File: src/rtl/blob_extent_tracker_pkg.sv
// Shared widths and FSM state encoding for the blob extent tracker.
//   H_W   : horizontal coordinate width (hcount, x, width)
//   V_W   : vertical coordinate width (vcount, y, height)
//   CNT_W : qualified-hit counter width (saturating)
package blob_extent_tracker_pkg;

  localparam int H_W   = 11;
  localparam int V_W   = 10;
  localparam int CNT_W = 20;

  typedef enum logic [1:0] {
    WAIT_FRAME = 2'd0,
    SCAN       = 2'd1,
    REPORT     = 2'd2
  } state_t;

endpackage

File: src/rtl/blob_extent_tracker_axis.sv
// One-axis extent accumulator: running min/max of hit coordinates.
// Ports:
//   i_clk   : clock
//   i_rst   : asynchronous active-high reset (returns to the empty state)
//   i_clear : restart accumulation; a hit in the same cycle seeds min=max=coord
//   i_hit   : coordinate is a qualified hit
//   i_coord : coordinate on this axis
//   o_min   : smallest hit coordinate since clear (all-ones when empty)
//   o_max   : largest hit coordinate since clear (zero when empty)
module axis_extent #(
  parameter int unsigned W = 11
) (
  input  logic         i_clk,
  input  logic         i_rst,
  input  logic         i_clear,
  input  logic         i_hit,
  input  logic [W-1:0] i_coord,
  output logic [W-1:0] o_min,
  output logic [W-1:0] o_max
);

  logic [W-1:0] r_min;
  logic [W-1:0] r_max;

  always_ff @(posedge i_clk or posedge i_rst) begin
    if (i_rst) begin
      r_min <= '1;
      r_max <= '0;
    end else if (i_clear) begin
      // Start-of-frame hit is folded into the fresh extent directly.
      if (i_hit) begin
        r_min <= i_coord;
        r_max <= i_coord;
      end else begin
        r_min <= '1;
        r_max <= '0;
      end
    end else if (i_hit) begin
      if (i_coord < r_min) r_min <= i_coord;
      if (i_coord > r_max) r_max <= i_coord;
    end
  end

  assign o_min = r_min;
  assign o_max = r_max;

endmodule

File: src/rtl/blob_extent_tracker.sv
// Per-frame bounding box of colour-threshold hits from a VGA raster.
// Accumulates min/max column and row of qualified hits over each frame and
// reports the box centre and full extents once per frame.
// Ports:
//   clock, reset : system clock, asynchronous active-high reset
//   hcount       : current pixel column
//   vcount       : current pixel row
//   pixel_hit    : colour match for the pixel at (hcount, vcount)
//   x, y         : registered box centre (optionally smoothed)
//   width,height : full extents (max - min) of the last found frame
//   found        : last completed frame had at least MIN_PIXELS hits
//   valid        : one-cycle pulse at every frame report
module blob_extent_tracker
  import blob_extent_tracker_pkg::*;
#(
  parameter int unsigned H_ACTIVE   = 1024,
  parameter int unsigned V_ACTIVE   = 768,
  parameter int unsigned MIN_PIXELS = 64,
  parameter int unsigned SMOOTH     = 0
) (
  input  logic           clock,
  input  logic           reset,
  input  logic [H_W-1:0] hcount,
  input  logic [V_W-1:0] vcount,
  input  logic           pixel_hit,
  output logic [H_W-1:0] x,
  output logic [V_W-1:0] y,
  output logic [H_W-1:0] width,
  output logic [V_W-1:0] height,
  output logic           found,
  output logic           valid
);

  // One extra bit so active sizes up to the full coordinate range compare cleanly.
  localparam logic [H_W:0]     LP_H_ACT = H_ACTIVE[H_W:0];
  localparam logic [V_W:0]     LP_V_ACT = V_ACTIVE[V_W:0];
  localparam logic [CNT_W-1:0] LP_MIN   = MIN_PIXELS[CNT_W-1:0];

  state_t           r_state;
  logic [CNT_W-1:0] r_count;
  logic [H_W-1:0]   r_x;
  logic [V_W-1:0]   r_y;
  logic [H_W-1:0]   r_width;
  logic [V_W-1:0]   r_height;
  logic             r_found;
  logic             r_valid;

  logic           w_frame_start;
  logic           w_frame_end;
  logic           w_qual;
  logic           w_clear;
  logic           w_acc_hit;
  logic           w_found;
  logic [H_W-1:0] w_xmin;
  logic [H_W-1:0] w_xmax;
  logic [V_W-1:0] w_ymin;
  logic [V_W-1:0] w_ymax;
  logic [H_W:0]   w_xsum;
  logic [V_W:0]   w_ysum;
  logic [H_W-1:0] w_cx;
  logic [V_W-1:0] w_cy;
  logic [H_W:0]   w_xavg_sum;
  logic [V_W:0]   w_yavg_sum;
  logic [H_W-1:0] w_x_next;
  logic [V_W-1:0] w_y_next;

  assign w_frame_start = (hcount == '0) && (vcount == '0);
  assign w_frame_end   = ({1'b0, vcount} == LP_V_ACT);
  assign w_qual        = pixel_hit && ({1'b0, hcount} < LP_H_ACT)
                                   && ({1'b0, vcount} < LP_V_ACT);

  // Accumulators restart on the frame-start cycle and take hits only while scanning.
  assign w_clear   = (r_state == WAIT_FRAME) && w_frame_start;
  assign w_acc_hit = w_qual && (w_clear || ((r_state == SCAN) && !w_frame_end));

  axis_extent #(.W(H_W)) u_axis_h (
    .i_clk   (clock),
    .i_rst   (reset),
    .i_clear (w_clear),
    .i_hit   (w_acc_hit),
    .i_coord (hcount),
    .o_min   (w_xmin),
    .o_max   (w_xmax)
  );

  axis_extent #(.W(V_W)) u_axis_v (
    .i_clk   (clock),
    .i_rst   (reset),
    .i_clear (w_clear),
    .i_hit   (w_acc_hit),
    .i_coord (vcount),
    .o_min   (w_ymin),
    .o_max   (w_ymax)
  );

  assign w_found = (r_count >= LP_MIN);

  // Centres and averages keep the carry bit before halving.
  assign w_xsum     = {1'b0, w_xmin} + {1'b0, w_xmax};
  assign w_ysum     = {1'b0, w_ymin} + {1'b0, w_ymax};
  assign w_cx       = w_xsum[H_W:1];
  assign w_cy       = w_ysum[V_W:1];
  assign w_xavg_sum = {1'b0, r_x} + {1'b0, w_cx};
  assign w_yavg_sum = {1'b0, r_y} + {1'b0, w_cy};
  assign w_x_next   = (SMOOTH != 0) ? w_xavg_sum[H_W:1] : w_cx;
  assign w_y_next   = (SMOOTH != 0) ? w_yavg_sum[V_W:1] : w_cy;

  always_ff @(posedge clock or posedge reset) begin
    if (reset) begin
      r_state  <= WAIT_FRAME;
      r_count  <= '0;
      r_x      <= '0;
      r_y      <= '0;
      r_width  <= '0;
      r_height <= '0;
      r_found  <= 1'b0;
      r_valid  <= 1'b0;
    end else begin
      r_valid <= 1'b0;
      case (r_state)
        WAIT_FRAME: begin
          if (w_frame_start) begin
            r_state <= SCAN;
            r_count <= {{(CNT_W-1){1'b0}}, w_qual};
          end
        end
        SCAN: begin
          if (w_frame_end) begin
            r_state <= REPORT;
          end else if (w_qual && (r_count != '1)) begin
            r_count <= r_count + CNT_W'(1);
          end
        end
        REPORT: begin
          r_valid <= 1'b1;
          r_found <= w_found;
          if (w_found) begin
            r_x      <= w_x_next;
            r_y      <= w_y_next;
            r_width  <= w_xmax - w_xmin;
            r_height <= w_ymax - w_ymin;
          end
          r_state <= WAIT_FRAME;
        end
        default: r_state <= WAIT_FRAME;
      endcase
    end
  end

  assign x      = r_x;
  assign y      = r_y;
  assign width  = r_width;
  assign height = r_height;
  assign found  = r_found;
  assign valid  = r_valid;

endmodule

File: config.mk
export PLATFORM = sky130hd
export DESIGN_NAME = blob_extent_tracker
export DESIGN_NICKNAME = d
export VERILOG_FILES = /design/src/rtl/blob_extent_tracker_pkg.sv /design/src/rtl/blob_extent_tracker_axis.sv /design/src/rtl/blob_extent_tracker.sv
export SDC_FILE = /design/constraint.sdc
export NUM_CORES = 1
export LEC_CHECK = 0
export CAP_MARGIN = 20
export CORE_MARGIN = 2
export CORE_UTILIZATION = 25
export CTS_CLUSTER_SIZE = 28
export DETAILED_ROUTE_END_ITERATION = 8
export PLACE_DENSITY = 0.38
export SETUP_SLACK_MARGIN = 0.15
export SLEW_MARGIN = 30
export SYNTH_ARGS = -nofsm -noshare
export SYNTH_HDL_FRONTEND = slang
export SYNTH_HIERARCHICAL = 1
export SYNTH_SLANG_ARGS = --single-unit
File: constraint.sdc
create_clock -name clock -period 3.02 [get_ports clock]
set_input_delay 0.755 -clock clock [delete_from_list [all_inputs] [get_ports clock]]
set_output_delay 0.755 -clock clock [all_outputs]
set_load 0.01 [all_outputs]
Word level (Yosys, flattened, before mapping):

Cells that the tools add are included.

* add/sub/neg operators: 5
* $mul: 0
* div/mod/pow operators: 0
* magnitude comparators: 7
* equality and inequality tests: 8
* shift-type cells: 0
* muxes and demuxes: 24
* bitwise gates (word level): 0
* reduce and logical (&&, ||, !) cells: 25

Operators with widths (number)
* $mux 11: 8
* $mux 10: 8
* $mux 20: 3
* $pmux 20 s2: 1
* $add 20x1->20 const B: 1
* $ge 20x7->1 const B: 1
* $ne 20x20->1 const B: 1
* $add 11x11->12: 1
* $reduce_and 2->1: 6
* $reduce_bool 2->1: 6
* $add 10x10->11: 1
* $gt 11x11->1: 1
* $logic_not 11->1: 1
* $lt 11x11->1: 1
* $lt 11x11->1 const B: 1
* $sub 11x11->11: 1
* $eq 10x10->1 const B: 1
* $gt 10x10->1: 1
* $logic_not 10->1: 1
* $lt 10x10->1: 1
* $lt 10x10->1 const B: 1
* $sub 10x10->10: 1
* $logic_and 1x1->1: 7
* $ne 2x2->1 const B: 3
* other kinds (10): 11

* register bits after elaboration: 108
* latch bits: 0
* memory bits (writable): 0
* memory bits (read-only): 0
* output and inout bits: 44
* logic and storage cells: 81
* memories kept: 0

Depth between registers and ports, before layout:

Gate-level depths: netlist of run 1.

* depth in word-level cells: 7
* depth in mapped cells: 10
* mapped depth without buffers: 10

Modules after synthesis:

Netlist of run 1, hierarchy kept.

Modules (own cells, without submodules)
* blob_extent_tracker: times used 1, cells an instance 542, area each 4668.2 µm², sequential area each 1651.6 µm²
* axis_extent (u_axis_h): times used 1, cells an instance 210, area each 1855.5 µm², sequential area each 564.3 µm²
* axis_extent (u_axis_v): times used 1, cells an instance 180, area each 1565.3 µm², sequential area each 513.0 µm²

Least setup slack after synthesis of run 1:

Ideal clock, no wire load.

* path type: input port to flip-flop
* start: in vcount[1]
* end: reg u_axis_h.r_min[0], in the netlist u_axis_h/o_min[0]
* library setup time: 0.082 ns
* arrival time: 2.976 ns
* slack: -0.037 ns
* stages: 9
* buffers on the path: 0
* path through: nor4_1 nand2_1 or3_4 a21oi_1 nand2b_1 a221oi_2 nor3b_1 a311o_1 a211o_1

* word-level cells in the longest chain between the ends: 7
* elaborated cells on any way between the ends: 15
* those cells by class: 1 x order compare; 1 x eq/ne; 2 x mux; 11 x reduce/logical

Ends and longest elaborated chain
* from (decl): line blob_extent_tracker.sv:24 `input logic [V_W-1:0] vcount,`
* branches (longest 4 deep; another with $lt 10x10->1)
* $logic_and 1x1->1 (*): line blob_extent_tracker.sv:74 `assign w_acc_hit = w_qual && (w_clear || ((r_state == SCAN) && !w_frame_end));`
* named net w_acc_hit: line blob_extent_tracker.sv:52 `logic w_acc_hit;`
* $mux 11 / $reduce_bool 2->1 (equally long branches)
* $mux 11 / $reduce_and 2->1 (equally long branches)
* to (signal assigned): line blob_extent_tracker_axis.sv:32 `r_min <= i_coord;`
* to (signal assigned): line blob_extent_tracker_axis.sv:39 `if (i_coord < r_min) r_min <= i_coord;`
* to (decl): line blob_extent_tracker_axis.sv:22 `logic [W-1:0] r_min;`

Mark *: on every way through the listed nets, which the timed path passes.
A chain may end at the register's enable or synchronous reset.

Final worst setup path of run 1:

* start: in hcount[5]
* end: reg u_axis_h.r_min[0], in the netlist u_axis_h/o_min[0]

* word-level cells in the longest chain between the ends: 7
* elaborated cells on any way between the ends: 14
* those cells by class: 2 x order compare; 2 x mux; 10 x reduce/logical

Ends and longest elaborated chain
* from (decl): line blob_extent_tracker.sv:23 `input logic [H_W-1:0] hcount,`
* branches (longest 4 deep; another with $lt 11x11->1)
* $logic_and 1x1->1 (*): line blob_extent_tracker.sv:74
* named net w_acc_hit: line blob_extent_tracker.sv:52
* $mux 11 / $reduce_bool 2->1 (equally long branches)
* $mux 11 / $reduce_and 2->1 (equally long branches)

Marked as above.

==> out/qor.txt, run 1 <==
Top-count cell post-synth: nand2_1
Adder and majority gate portion of the synthesized area: 13.7%
Worst r2r dst: y[7]
Req. time, crit path: 3.33 ns
Vias in the first global route: 6680
Total grt overflow: 0
WHS Endpoint: width[8]
Final setup margin: 0.279 ns
Ports: 68
Xor/xnor share of the synthesized area: 2.92%
Synth top area cells: dfrtp_1 27%, ha_1 13%, dfstp_2 6.8%
Critical setup path kind: input port to flip-flop
Reg clk slew, reported paths: 0.08 ns
Number of buffers created by CTS: 9
Buf/Inv on CP: 1
Largest family of logic cells by synthesized area: compound AO/OA/AOI/OAI gates
Synth Register Bits: 108
Design Power: 3.57 mW
Number of flops mapped to enable cells by yosys: 0
Period minus WS final: 2.74 ns
Via density: 4.72
Setup slack at placement: -0.569 ns
Final setup vio count: 0
Worst skew pair latency: 0.37 ns
DP HPWL: 18.5 mm
Clock Sinks: 108
Initial antenna violation count: 0
Site Rows: 65
Top cells by count, synth: 88 x nand2_1, 87 x dfrtp_1, 86 x o21ai_0, 83 x inv_1, 82 x ha_1
Detailed Routing Iterations Pass 1: 4
Worst IR Drop VDD: 277 uV
Slowest cell delay on critical path: 0.43 ns
Sw Share: 28.1%
Async SR Flop Fraction: 100%
Crit-path leading delay family: compound AO/OA/AOI/OAI gates
Largest net degree at the start of global routing: 31
Max Root-Sink Buffers: 2
CTS tree: done
Headroom to the max-slew limit: 58.6%
FF-to-FF path depth: 9
# H-tree levels: 3
Hold depth: 2
Starting Density: 25.5%
Clock share of power: 40.0%
Die height: 184 um
Diode count: 0
Core area: 31700 sq um
First-pass GRT wire length: 38.4 mm
Final net count: 1144
CTS root buffer: clkbuf_16
Distinct cells, synth: 75
Syn nets: 1042
Fraction of synthesized area in multiplexers: 0.278%
Status: complete, no violations
Reg2reg start: u_axis_v/o_min[0]
Worst hold path startpoint: width[8]
GPL Wtd Cong: 0.756
Die area: 33800 sq um
Leak: 4.75 nW
Syn Area/Cell: 8.68 sq um
Synth Area in Compound Gates: 21.6%
R2R Setup Slk: 0.39 ns
Area Overhead vs Synth: 24.5%
Drt wl/cell: 16.4 um
Least-Margin Pin Slew: 0.620 ns
Syn. warnings: 6
Number of routed nets with antenna violations: 0
Post-synthesis sequential area ratio: 33.7%
Post-synth top area cell: dfrtp_1
Peak Freq: 0.365 GHz
Final WL: 23.7 mm
Worst-path cell chain: clkdlybuf4s15_1, nor4_1, nand2_1, or3_4, a21oi_4, nand2b_1, a221oi_4, nor3b_2, a311o_1, a211o_1
Port Buffers: 67
WP data arrival: 3.05 ns
Mapped Area: 8090 sq um
Initial DRC count: 329
Ys flop type: dfrtp_1
Seq pwr share: 42.8%
Max-cap viol count: 0
Global-route usage over all layers: 14.5%
Clock Skews: 0.0160 ns
Yosys top cell area share: 26.9%
CP endpoint kind: flip-flop
Post-route clock period utilization: 90.8%
Hold/Removal Path Class: flip-flop to flip-flop
Unrepaired setup endpoints after global routing: false
P_int: 2.57 mW
Synth Instances: 932
Net Sw Power: 1.00 mW
Critical path startpoint category: input port
# DRC: 0
Vias: 6797
Final hold violations: 0
CP max FO: 5
Die W: 184 um
Logic pwr share: 17.2%
PwrDens: 354 nW/um^2
Synth Area in Simple Gates: 20.8%
Crit-path slowest cell: or3_4
Layout cells sized above 1: 16.3%
Fin. max-slew vios: 0
-- timing repair --
item / 4_1_cts / 5_1_grt
pin swaps: 7 / 13
endpoints found under the setup margin: 60 / 31
resized for setup: 14 / 28
buffers inserted: 2 / 4
hold buffers: 0 / 0
-- area by class of cell --
| cell class | count | area [sq um] |
|---|---|---|
| Clock buffer | 9 | 225 |
| Sequential cell | 108 | 2730 |
| Clock inverter | 7 | 124 |
| Timing Repair Buffer | 138 | 1320 |
| Inverter | 83 | 312 |
| Multi-Input combinational cell | 694 | 4860 |
| Tap cell | 402 | 503 |
| Fill cell | 3393 | 21600 |
-- kinds of logic (layout without fill, tap and decap cells) --
logic type,count (synthesis),in the layout
and+or+nand+nor,327,327
AOI/OAI and AO/OA,252,252
buffers and inverters,130,237
DFF,108,108
adders and majority gates,86,86
xor gates and xnor gates,27,27
muxes,2,2
-- layout by cell type, fill, tap and decap left out, types with 19 or more instances in the layout --
master,instances
a21oi_1,30
buf_4,61
clkdlybuf4s50_1,46
dfrtp_1,87
dfstp_2,21
ha_1,82
inv_1,81
nand2_1,86
nand2b_1,31
nand3_1,51
nor2_1,53
nor2b_1,19
nor3_1,22
o21ai_0,86
-- power groups by stage --
stage | logic, mW | clock network (mW) | registers, mW
CTS | 0.627 | 1.48 | 1.53
detailed placement | 0.626 | 0 | 1.55
global placement | 0.630 | 0 | 1.55
finish | 0.614 | 1.43 | 1.53
floorplan | 0.395 | 0 | 1.54
global route | 0.700 | 1.54 | 1.53
-- routing by layer --
| layer | track usage [%] | up-vias | wire length [um] |
|---|---|---|---|
| met1 | 22.7 | 3203 | 13200 |
| met2 | 20.5 | 66 | 9750 |
| met5 | 0 | - | 0 |
| li1 | - | 3511 | - |
| met4 | 4.16 | 0 | 330 |
| met3 | 1.80 | 17 | 429 |
-- per-stage QoR --
stage | hold WS [ns] | util, % | cells | TNS, ns | instance area [sq um]
after floorplan | 0.462 | - | 932 | 0 | 8100
after global placement | 0.462 | 30.3 | 1419 | -23.64 | 9610
after detailed placement | 0.472 | 30.3 | 1419 | -25.95 | 9610
after CTS | 0.490 | 31.5 | 1437 | 0 | 10000
after global routing | 0.510 | 31.8 | 1441 | 0 | 10100
final | 0.480 | 31.8 | 1441 | 0 | 10100
-- sequential cells by signal (all words and copies together) (netlist names) --
| signal | flops |
|---|---|
| found | 1 |
| height | 10 |
| r_count | 20 |
| r_state | 2 |
| u_axis_h/o_max | 11 |
| u_axis_h/o_min | 11 |
| u_axis_v/o_max | 10 |
| u_axis_v/o_min | 10 |
| valid | 1 |
| width | 11 |
| x | 11 |
| y | 10 |
-- how the worst max path moves through the flow --
stage / cells after the start / slack [ns] / start / endpoint
6_report: 10 / 0.28 / hcount[5] / u_axis_h/o_min[0]
5_1_grt: 10 / 0.18 / hcount[5] / u_axis_h/o_min[0]
4_1_cts: 10 / 0.13 / vcount[7] / u_axis_h/o_min[0]
3_5_place_dp: 10 / -0.57 / vcount[1] / u_axis_h/o_min[0]
3_3_place_gp: 10 / -0.52 / vcount[1] / u_axis_h/o_min[0]
2_1_floorplan: 9 / 0.21 / vcount[1] / u_axis_h/o_min[0]
-- worst min-delay path, cell delays in order, from the launching register on --
cell and delay (ns):
dfrtp_1 0.34, nand2_1 0.05, o21ai_0 0.06
No activity file was read; power rests on OpenSTA's default activity.
==> run 2, diff against run 1 <==
CTS_CLUSTER_SIZE = unset   (was 28)
==> results of run 2 <==
No change in the layout: final DEF, timing and power equal those of run 1.
